`src/rtl/lsu_ctrl_pkg.sv`:
```
// Shared definitions for the load/store unit: decode field layout, access
// size encodings, FSM states and the alignment rule.
package lsu_ctrl_pkg;

    localparam int unsigned LS_LOAD          = 0;
    localparam int unsigned LS_STORE         = 1;
    localparam int unsigned LS_SIZE_LSB      = 2;
    localparam int unsigned LS_SIZE_MSB      = 3;
    localparam int unsigned LS_UNSIGNED      = 4;
    localparam int unsigned LD_ST_INFO_WIDTH = 5;

    localparam logic [1:0] SZ_B = 2'd0;
    localparam logic [1:0] SZ_H = 2'd1;
    localparam logic [1:0] SZ_W = 2'd2;

    typedef enum logic [1:0] {
        S_IDLE,
        S_REQ,
        S_RESP
    } lsu_state_t;

    // size=3 is handled as a word access
    function automatic logic is_misaligned(input logic [1:0] size, input logic [1:0] off);
        logic mis;
        mis = 1'b0;
        case (size)
            SZ_B:    mis = 1'b0;
            SZ_H:    mis = off[0];
            default: mis = (off != 2'b00);
        endcase
        return mis;
    endfunction

endpackage

```
`src/rtl/lsu_align.sv`:
```
// Byte-lane steering for stores and shift/extend of returned load data.
// Purely combinational.
module lsu_align
    import lsu_ctrl_pkg::*;
#(
    parameter int unsigned XLEN = 32
) (
    input  logic [1:0]      st_size,
    input  logic [1:0]      st_off,
    input  logic [XLEN-1:0] st_data,
    output logic [3:0]      st_be,
    output logic [XLEN-1:0] st_wdata,
    input  logic [1:0]      ld_size,
    input  logic [1:0]      ld_off,
    input  logic            ld_unsigned,
    input  logic [XLEN-1:0] ld_rdata,
    output logic [XLEN-1:0] ld_data
);

    logic [XLEN-1:0] shifted;

    always_comb begin
        st_be    = 4'b1111;
        st_wdata = st_data;
        case (st_size)
            SZ_B: begin
                st_be    = 4'b0001 << st_off;
                st_wdata = {4{st_data[7:0]}};
            end
            SZ_H: begin
                st_be    = 4'b0011 << st_off;
                st_wdata = {2{st_data[15:0]}};
            end
            default: begin
                st_be    = 4'b1111;
                st_wdata = st_data;
            end
        endcase
    end

    always_comb begin
        shifted = ld_rdata >> {ld_off, 3'b000};
        ld_data = shifted;
        case (ld_size)
            SZ_B:    ld_data = {{(XLEN-8){~ld_unsigned & shifted[7]}}, shifted[7:0]};
            SZ_H:    ld_data = {{(XLEN-16){~ld_unsigned & shifted[15]}}, shifted[15:0]};
            default: ld_data = shifted;
        endcase
    end

endmodule

```
`src/rtl/lsu_ctrl.sv`:
```
// Memory stage: issues one load or store on a req/gnt/rvalid bus, stalls the
// pipeline while it is in flight and returns extended load data.
module lsu_ctrl
    import lsu_ctrl_pkg::*;
#(
    parameter int unsigned XLEN = 32
) (
    input  logic                        clk_i,
    input  logic                        rst_i,
    input  logic                        valid_i,
    input  logic [LD_ST_INFO_WIDTH-1:0] ld_st_info_i,
    input  logic [XLEN-1:0]             mem_addr_i,
    input  logic [XLEN-1:0]             rs2_rdata_i,
    output logic                        stall_o,
    output logic [XLEN-1:0]             ld_rd_wdata_o,
    output logic                        done_o,
    output logic                        misalign_o,
    output logic [XLEN-1:0]             misalign_addr_o,
    output logic                        bus_req_o,
    output logic                        bus_we_o,
    output logic [XLEN-1:0]             bus_addr_o,
    output logic [3:0]                  bus_be_o,
    output logic [XLEN-1:0]             bus_wdata_o,
    input  logic                        bus_gnt_i,
    input  logic                        bus_rvalid_i,
    input  logic [XLEN-1:0]             bus_rdata_i
);

    lsu_state_t      state;
    logic [XLEN-1:2] addr_q;
    logic [1:0]      off_q;
    logic [1:0]      size_q;
    logic            uns_q;
    logic            we_q;
    logic [3:0]      be_q;
    logic [XLEN-1:0] wdata_q;

    logic            in_load;
    logic            in_store;
    logic [1:0]      in_size;
    logic            in_unsigned;
    logic            access;
    logic            misaligned;
    logic            op_start;
    logic            mis_hit;

    logic [3:0]      st_be;
    logic [XLEN-1:0] st_wdata;
    logic [XLEN-1:0] ld_data;

    assign in_load     = ld_st_info_i[LS_LOAD];
    assign in_store    = ld_st_info_i[LS_STORE];
    assign in_size     = ld_st_info_i[LS_SIZE_MSB:LS_SIZE_LSB];
    assign in_unsigned = ld_st_info_i[LS_UNSIGNED];

    assign access     = valid_i & (in_load | in_store) & (state == S_IDLE);
    assign misaligned = is_misaligned(in_size, mem_addr_i[1:0]);
    assign op_start   = access & ~misaligned;
    assign mis_hit    = access & misaligned;

    // Store side works on the live inputs (used in the start cycle and then
    // latched); load side works on the latched offset/size of the op in flight.
    lsu_align #(
        .XLEN(XLEN)
    ) u_align (
        .st_size    (in_size),
        .st_off     (mem_addr_i[1:0]),
        .st_data    (rs2_rdata_i),
        .st_be      (st_be),
        .st_wdata   (st_wdata),
        .ld_size    (size_q),
        .ld_off     (off_q),
        .ld_unsigned(uns_q),
        .ld_rdata   (bus_rdata_i),
        .ld_data    (ld_data)
    );

    always_ff @(posedge clk_i or posedge rst_i) begin
        if (rst_i) begin
            state   <= S_IDLE;
            addr_q  <= '0;
            off_q   <= '0;
            size_q  <= '0;
            uns_q   <= 1'b0;
            we_q    <= 1'b0;
            be_q    <= '0;
            wdata_q <= '0;
        end else begin
            case (state)
                S_IDLE: begin
                    if (op_start) begin
                        addr_q  <= mem_addr_i[XLEN-1:2];
                        off_q   <= mem_addr_i[1:0];
                        size_q  <= in_size;
                        uns_q   <= in_unsigned;
                        we_q    <= in_store;
                        be_q    <= st_be;
                        wdata_q <= st_wdata;
                        state   <= bus_gnt_i ? S_RESP : S_REQ;
                    end
                end
                S_REQ: begin
                    if (bus_gnt_i) state <= S_RESP;
                end
                S_RESP: begin
                    if (bus_rvalid_i) state <= S_IDLE;
                end
                default: state <= S_IDLE;
            endcase
        end
    end

    // The start cycle drives the bus straight from the inputs so a same-cycle
    // grant needs no extra cycle; REQ replays the latched copy.
    always_comb begin
        bus_req_o   = 1'b0;
        bus_we_o    = 1'b0;
        bus_addr_o  = '0;
        bus_be_o    = '0;
        bus_wdata_o = '0;
        if (op_start) begin
            bus_req_o   = 1'b1;
            bus_we_o    = in_store;
            bus_addr_o  = {mem_addr_i[XLEN-1:2], 2'b00};
            bus_be_o    = st_be;
            bus_wdata_o = st_wdata;
        end else if (state == S_REQ) begin
            bus_req_o   = 1'b1;
            bus_we_o    = we_q;
            bus_addr_o  = {addr_q, 2'b00};
            bus_be_o    = be_q;
            bus_wdata_o = wdata_q;
        end
    end

    always_comb begin
        done_o          = (state == S_RESP) & bus_rvalid_i;
        stall_o         = op_start | (state == S_REQ) | ((state == S_RESP) & ~bus_rvalid_i);
        ld_rd_wdata_o   = (done_o & ~we_q) ? ld_data : '0;
        misalign_o      = mis_hit;
        misalign_addr_o = mis_hit ? mem_addr_i : '0;
    end

endmodule
```
`config.mk`:
```
export PLATFORM = sky130hd
export DESIGN_NAME = lsu_ctrl
export DESIGN_NICKNAME = d
export VERILOG_FILES = /design/src/rtl/lsu_ctrl_pkg.sv /design/src/rtl/lsu_align.sv /design/src/rtl/lsu_ctrl.sv
export SDC_FILE = /design/constraint.sdc
export NUM_CORES = 1
export LEC_CHECK = 0
export ABC_CLOCK_PERIOD_IN_PS = 2800
export BUFFER_PORTS_ARGS = -buffer_cell sky130_fd_sc_hd__buf_2
export CELL_PAD_IN_SITES_DETAIL_PLACEMENT = 1
export CELL_PAD_IN_SITES_GLOBAL_PLACEMENT = 2
export CORE_MARGIN = 2
export CORE_UTILIZATION = 28
export CTS_CLUSTER_SIZE = 30
export DETAILED_ROUTE_END_ITERATION = 12
export HOLD_SLACK_MARGIN = 0.02
export PLACE_DENSITY = 0.84
export REMOVE_ABC_BUFFERS = 1
export SKIP_LAST_GASP = 1
export SLEW_MARGIN = 20
export SYNTH_ARGS = -nofsm -noshare
export SYNTH_HDL_FRONTEND = slang
export SYNTH_HIERARCHICAL = 1
export SYNTH_SLANG_ARGS = --single-unit
export TNS_END_PERCENT = 100
```
`constraint.sdc`:
```
create_clock -name clk_i -period 2.8 [get_ports clk_i]
set_clock_uncertainty 0.1 [all_clocks]
set_input_delay 0.28 -clock clk_i [delete_from_list [all_inputs] [get_ports clk_i]]
set_output_delay 0.28 -clock clk_i [all_outputs]
set_load 0.005 [all_outputs]
```
==> flow_summary.ini, run 1 <==
[sta]
slew_headroom_pct = 47.3
hold_violations = 0
slew_violations = 0
worst_pin_slew_ps = 790
fmax_mhz = 385
min_period_ps = 2600
setup_viol = 0
tns_ps = 0
fin_ws_ps = 201
finalCritPeriodShare_pct = 92.8
rsz0062_at_grt = no

[critical_path]
start_kind = flop
crit_type = reg -> out
crit_required_ps = 2420
crit_path_start = state[1]
critical_path_peak_fanout = 46
worst_r2r_path_depth = 4
rrSetupSlack_ps = 640
r2r-end = addr_q[7]
arrival_ps = 2220
r2r_start = state[1]
crit_path_end_kind = primary output

[synth]
synth_flop_cell = dfrtp_1
synth_cell_types = 40
synth_area_leader_cell = dfrtp_1
yosysWarnings = 6
synth.avg_cell_area_um2 = 10.5
synth_top_area_share_pct = 35.3
synth_area_um2 = 5250
async_flop_share_pct = 100
synth-edff-count = 0
synthCells = 498
synth-seq-area-share_pct = 35.3
ys_ff_latch = 74
yosys-top-cells-area = dfrtp_1, mux2_2, a22o_1

[cts]
worst_skew_pair.late_latency_ps = 330
cts_setup_buffers = 0
cts_buffer_depth = 2
path_clk_slew_ps = 60
post_cts_resized = 0
cts_tree = done
ctsHoldBuffers = 1
clkSinkCount = 74
cts-root-buf = clkbuf_16
htreeDepth = 3
cts_buffers = 9

[die]
num_io_pins = 243
row_count = 50
die_x_um = 141
coreArea_um2 = 18500
dieHeight_um = 141
die_area_um2 = 19900
start_util_pct = 28.3

[grt]
grt_pass1_wl_mm = 27.1
antenna_found_initial = 4
grt_pass1_vias = 4825
grt.overflow.total = 0
track_usage_pct = 17.3
grt_max_degree = 47

[min_path]
worstHoldPathType = in -> reg
hp-start = bus_gnt_i
min_delay_path_depth = 2
hold_path_end = state[0]

[routing]
drc = 0
dr_total_vias = 4761
antenna_left = 0
drt_pass1_iterations = 4
routedWlPerCell_um = 18.4
vias_per_cell = 5.00
drt_iter0_drc = 156
drt_wl_total_mm = 17.5

[power]
cellPowerDensity_nw_per_um2 = 674
power_leakage_nw = 3.42
ir_worst_vdd_uv = 383

[place]
place_inst = 934
io_buffers = 240
dp_hpwl_mm = 13.1
gp_congestion = 0.835
post-place-ws_ps = 578

[final_layout]
fin_cells = 952
layout-drive-gt1-share_pct = 53.3
fin_nets = 818
area_growth_pct = 31.4

[job]
maxCapViolCount = 0

[run_status]
status = completed
==> synth_stat cells (7+ instances only) <==
| master | count |
|---|---|
| o2bb2ai_1 | 8 |
| dfrtp_1 | 74 |
| buf_4 | 25 |
| o22ai_1 | 8 |
| and2_1 | 64 |
| mux2_2 | 86 |
| buf_2 | 11 |
| mux2i_1 | 24 |
| a21oi_1 | 24 |
| nor2_1 | 7 |
| nand2_1 | 13 |
| a211oi_1 | 8 |
| clkbuf_1 | 12 |
| o21ai_0 | 10 |
| a22o_1 | 67 |
| nor2b_1 | 10 |
| or2_2 | 9 |
==> per-layer routing <==
metal  share of wire, %  wire length [um]  track usage [%]  vias up
met3                8.2              1440             5.33       18
met2                 47              8250             29.1      201
li1                   -                 -                -     2238
met5               0.19                33                0        -
met1                 43              7570             21.7     2298
met4                1.2               207             4.11        6
==> critical path, stage by stage (launching register included) <==
cell     delay, ps
dfrtp_1        510
nor3b_2        270
and4b_4        510
buf_12         270
a22o_1         190
buf_2          120
==> power by group <==
| group | switching [mW] | leakage, nW | total, mW | internal (mW) |
|---|---|---|---|---|
| clock | 0.475 | 0.136 | 1.10 | 0.630 |
| sequential | 0.266 | 0.875 | 1.72 | 1.45 |
| combinational | 0.882 | 2.41 | 1.83 | 0.945 |
==> cell type report <==
type / count / area, um^2
multi-input cells: 366 / 3050
fillers: 2189 / 11600
diodes: 1 / 2.50
well taps: 234 / 293
inverters: 5 / 20.0
flip-flops and latches: 74 / 1850
clock buffers: 11 / 243
repair buffers: 256 / 1400
clock inverters: 5 / 38.8
==> cell usage in the layout, fill, tap and decap left out, types with 9 or more instances in the layout <==
cell	n
a21oi_1	24
a22o_1	67
and2_1	64
buf_2	240
buf_4	9
clkbuf_16	9
dfrtp_1	74
mux2_2	86
mux2i_1	24
nand2_1	13
nor2b_1	9
o21ai_0	10
or2_2	9
==> flip-flops by register name, summed over array words and instances, names as in the netlist <==
register  count
state         2
we_q          1
off_q         2
uns_q         1
wdata_q      32
addr_q       30
size_q        2
be_q          4
==> per-stage QoR <==
stage | util, % | area (um^2) | hold slack, ps | total power, mW
floorplan | - | 4900 | 252 | 2.86
global placement | 35.7 | 6600 | 336 | 3.51
detailed placement | 35.7 | 6600 | 344 | 3.56
CTS | 37.2 | 6890 | 47.3 | 4.70
global route | 37.2 | 6890 | 58.8 | 4.94
finish | 37.2 | 6900 | 63.3 | 4.65
==> kinds of logic after synthesis <==
family | after synthesis | synth area share (%)
AOI/OAI and AO/OA | 133 | 19.8
xor gates and xnor gates | 1 | 0.167
buffers and inverters | 59 | 6.99
DFF | 74 | 35.3
muxes | 115 | 24.5
other | 1 | 0.0715
and+or+nand+nor | 115 | 13.2
==> how the worst max path moves through the flow <==
stage,endpoint,depth (start not counted),slack [ps]
after floorplan,bus_addr_o[10],3,-1500
after global placement,bus_wdata_o[11],6,600
after detailed placement,bus_be_o[2],5,580
after CTS,bus_be_o[2],5,210
after global routing,bus_addr_o[17],5,50
final,bus_addr_o[17],5,200
(Power assumes the default switching activity.)
==> run 2, diff against run 1 <==
REMOVE_ABC_BUFFERS = unset   (was 1)
==> run 2 against run 1 <==
  * Hold slack lost 21 ps
  * Non-clock buffer count shrank 3
  * First-iteration DRC count shrank 9.6%
  * Register-to-register slack got worse by 20 ps
  * Maximum frequency down 1.1%
  * Count of clock-buffer cells in the layout grew 1
==> flow_summary.ini, run 2 (synthesized netlist as in run 1, its figures left out) <==
[cts]
post_cts_resized = 0
cts_buffers = 9
cts_buffer_depth = 2
ctsHoldBuffers = 1
clkSinkCount = 74
worst_skew_pair.late_latency_ps = 330
cts-root-buf = clkbuf_16
cts_setup_buffers = 0
cts_tree = done
path_clk_slew_ps = 50
htreeDepth = 3

[sta]
min_period_ps = 2630
tns_ps = 0
slew_violations = 0
fmax_mhz = 381
finalCritPeriodShare_pct = 93.9
hold_violations = 0
fin_ws_ps = 172
worst_pin_slew_ps = 720
rsz0062_at_grt = no
setup_viol = 0
slew_headroom_pct = 51.9

[power]
total_power_mw = 4.59
ir_worst_vdd_uv = 389
power_leakage_nw = 3.41
cellPowerDensity_nw_per_um2 = 666

[place]
io_buffers = 240
place_inst = 931
dp_hpwl_mm = 12.7
gp_congestion = 0.772
post-place-ws_ps = 435

[grt]
antenna_found_initial = 1
track_usage_pct = 16.9
grt_pass1_vias = 4757
grt.overflow.total = 0
grt_max_degree = 75
grt_pass1_wl_mm = 26.5

[routing]
antenna_left = 0
drt_wl_total_mm = 17.1
drt_iter0_drc = 141
drc = 0
vias_per_cell = 4.92
routedWlPerCell_um = 18.0
drt_pass1_iterations = 4
dr_total_vias = 4673

[final_layout]
area_growth_pct = 31.2
largest_reg_flops = 32
utilization_pct = 37.2
fin_cells = 950
layout-drive-gt1-share_pct = 53.1
fin_nets = 815
n_fill_cell = 2154
final_common_cell = buf_2
final_cell_mix = buf_2, mux2_2, dfrtp_1, a22o_1, and2_1
reg.largest.list = wdata_q: 32 flops, addr_q: 30 flops, be_q: 4 flops
largest_register = wdata_q

[die]
die_x_um = 141
dieHeight_um = 141
num_io_pins = 243
start_util_pct = 28.3
coreArea_um2 = 18500
die_area_um2 = 19900
row_count = 50

[critical_path]
crit_required_ps = 2420
start_kind = flop
critical_path_peak_fanout = 50
crit_type = reg -> out
arrival_ps = 2250
crit_path_end_kind = primary output

[job]
maxCapViolCount = 0

[run_status]
status = completed

[min_path]
worstHoldPathType = in -> reg
-- run 2: cell count changes in the layout (fill, tap and decap cells not counted) --
cell / previous run / this run
buf_4: 9 / 6
a211oi_2: 1 / 0
a211oi_4: 0 / 1
clkbuf_8: 1 / 2
clkinv_2: 2 / 3
clkinv_4: 2 / 1
diode_2: 1 / 2
inv_6: 1 / 0
-- run 2: path summary, 6_finish.rpt --
| path | from | endpoint | slack (ps) | cells after the start |
|---|---|---|---|---|
| hold / removal | bus_gnt_i | state[0] | 40 | 2 |
| min in group asynchronous | rst_i | addr_q[29] | 470 | 4 |
| hold reg to reg | addr_q[16] | addr_q[16] | 400 | 1 |
| setup reg to reg | state[1] | wdata_q[6] | 620 | 4 |
| setup / recovery | state[1] | bus_wdata_o[8] | 170 | 5 |
| max in group asynchronous | rst_i | uns_q | 1790 | 4 |
-- run 2: critical path, stage by stage (launching register included) --
cell,delay [ps]
dfrtp_1,500
nor3b_2,270
and4b_4,490
buf_12,290
a22o_1,200
buf_2,130
-- run 2: routing by layer --
metal | vias up | GRT usage [%] | share of wire, % | routed length [um]
met1 | 2232 | 20.5 | 42 | 7270
met3 | 16 | 6.18 | 8.7 | 1500
li1 | 2235 | - | - | -
met2 | 188 | 28.6 | 47 | 8090
met4 | 2 | 3.84 | 1.5 | 250
met5 | - | 0 | 0.076 | 13
-- run 2: report_power, final --
| group | switching (mW) | internal [mW] |
|---|---|---|
| combinational | 0.873 | 0.926 |
| sequential | 0.237 | 1.45 |
| clock | 0.451 | 0.647 |
-- run 2: metrics by stage --
step | instance area, um^2 | hold slack [ps]
6_report | 6890 | 42.4
5_1_grt | 6880 | 32.0
4_1_cts | 6880 | 24.8
3_5_place_dp | 6590 | 310
3_3_place_gp | 6590 | 299
2_1_floorplan | 5250 | 252
-- run 2: final cells by class --
cell class / count / area, um^2 / area share, %
sequential: 74 / 1850 / 26.9
clock inverter: 4 / 26.3 / 0.382
antenna: 2 / 5.00 / 0.0727
clock buffer: 12 / 256 / 3.73
inverter: 5 / 20.0 / 0.291
timing repair buffer: 253 / 1380 / 20.0
tap: 234 / 293 / 4.25
multi-input combinational: 366 / 3060 / 44.4
==> run 3, diff against run 2 <==
CORE_ASPECT_RATIO = 0.6   (was unset)
SETUP_SLACK_MARGIN = 0.3   (was unset)
==> run 3 against run 2 <==
  * Final area grew 2.0%
  * Combinational power grew 7%
  * Worst setup slack gained 220 ps
  * Sequential cell count is the same
  * Sequential share of layout area shrank 0.47 points
  * Via count grew 3.6%
  * Wire length grew 8.2%
  * Hold slack gained 1.7 ps
==> flow_summary.ini, run 3 (synthesized netlist as in run 1, its figures left out) <==
[die]
die_x_um = 181
num_io_pins = 243
row_count = 38
coreArea_um2 = 18200
dieHeight_um = 110
start_util_pct = 28.8
die_area_um2 = 19900

[critical_path]
crit_type = reg -> out
arrival_ps = 2030
start_kind = flop
crit_path_start = state[0]
critical_path_peak_fanout = 10
rrSetupSlack_ps = 650
crit_required_ps = 2420
r2r-end = be_q[0]
worst_r2r_path_depth = 4
endpoint = misalign_addr_o[30]
crit_path_end_kind = primary output
r2r_start = state[0]

[sta]
slew_violations = 0
finalCritPeriodShare_pct = 86.0
worst_pin_slew_ps = 783
min_period_ps = 2410
tns_ps = 0
hold_violations = 0
slew_headroom_pct = 47.7
rsz0062_at_grt = yes
fmax_mhz = 415
setup_viol = 0

[power]
ir_worst_vdd_uv = 298
cellPowerDensity_nw_per_um2 = 685
power_leakage_nw = 3.48

[final_layout]
layout-drive-gt1-share_pct = 54.4
fin_nets = 825
final_cell_area_um2 = 7020
largest_register = wdata_q
multi_input_area_um2 = 3070
n_fill_cell = 2124
final_common_cell = buf_2
reg.largest.list = wdata_q: 32 flops, addr_q: 30 flops, be_q: 4 flops
area_growth_pct = 33.8
largest_reg_flops = 32
ff_latch_area_um2 = 1860
final_cell_mix = buf_2, mux2_2, dfrtp_1, a22o_1, and2_1

[place]
io_buffers = 240
dpl-instance-area_um2 = 6550
dp_hpwl_mm = 13.8
gp_congestion = 0.915

[routing]
antenna_left = 0
met3RoutedLength_mm = 1.34
drt_iter0_drc = 201
top_layer_used = met4
met1_length_mm = 8.56
drt_wl_total_mm = 18.5
dr_wl_met2_mm = 8.38
routedWlPerCell_um = 19.2
drc = 0
dr_total_vias = 4841
vias_per_cell = 5.01
drt_pass1_iterations = 5

[grt]
grt_pass1_wl_mm = 27.9
grt_pass1_vias = 5025
track_usage_pct = 17.8
grt.overflow.total = 0
grt_max_degree = 46
antenna_found_initial = 2

[cts]
htreeDepth = 3
clkSinkCount = 74
cts_buffers = 9
cts_buffer_depth = 2
path_clk_slew_ps = 60
worst_skew_pair.late_latency_ps = 330
cts_tree = done
cts-root-buf = clkbuf_16

[min_path]
worstHoldPathType = in -> reg

[run_status]
status = completed

[job]
maxCapViolCount = 0
run 3: where the power goes:
group	internal [mW]	switching [mW]
Combinational	1.00	0.924
Clock	0.715	0.473
Sequential	1.45	0.243
Total	3.17	1.64
run 3: final cells by class:
| class | instances | share of cell area [%] |
|---|---|---|
| Multi-Input combinational cell | 366 | 43.6 |
| Sequential cell | 74 | 26.4 |
| Timing Repair Buffer | 263 | 21.0 |
| Tap cell | 240 | 4.28 |
| Clock buffer | 10 | 3.40 |
| Clock inverter | 6 | 0.909 |
| Inverter | 5 | 0.285 |
| Antenna cell | 2 | 0.0713 |
run 3: how the worst min path moves through the flow:
stage                          from          end  slack [ps]  cells past startpoint
after detailed placement      rst_i   wdata_q[7]         350                      2
after CTS                 bus_gnt_i     state[0]          30                      2
after global placement        rst_i  wdata_q[19]         330                      2
after floorplan           bus_gnt_i     state[0]         250                      1
after global routing      bus_gnt_i     state[0]          30                      2
final                     bus_gnt_i     state[0]          40                      2
run 3: stage by stage:
step	util, %	cells	power [mW]	setup slack, ps	hold slack [ps]
final	38.6	966	4.81	391	44.1
after global routing	38.6	966	5.12	281	28.7
after CTS	38.0	957	4.77	282	30.1
after detailed placement	36.0	939	3.52	512	350
after global placement	36.0	939	3.41	563	327
after floorplan	-	499	2.96	538	252
run 3: repair_timing:
| item | CTS | global route |
|---|---|---|
| cloned | 1 | 1 |
| hold buffers | 1 | 0 |
| pin swaps | 0 | 5 |
| setup buffers | 0 | 6 |
| hold endpoints to repair | 39 | 0 |
| resized for setup | 6 | 8 |
| endpoints found under the setup margin | 69 | 114 |
run 3: routing by layer:
metal | track usage (%) | up-vias
met1 | 23.7 | 2393
met3 | 5.26 | 21
met5 | 0 | -
met2 | 28.9 | 171
li1 | - | 2256
met4 | 4.21 | 0
run 3: critical path, stage by stage, from the launching register on:
cell and delay, ps:
dfrtp_2 460, or3b_4 440, a211oi_4 200, buf_4 180, buf_4 160, and2_1 130, buf_2 120
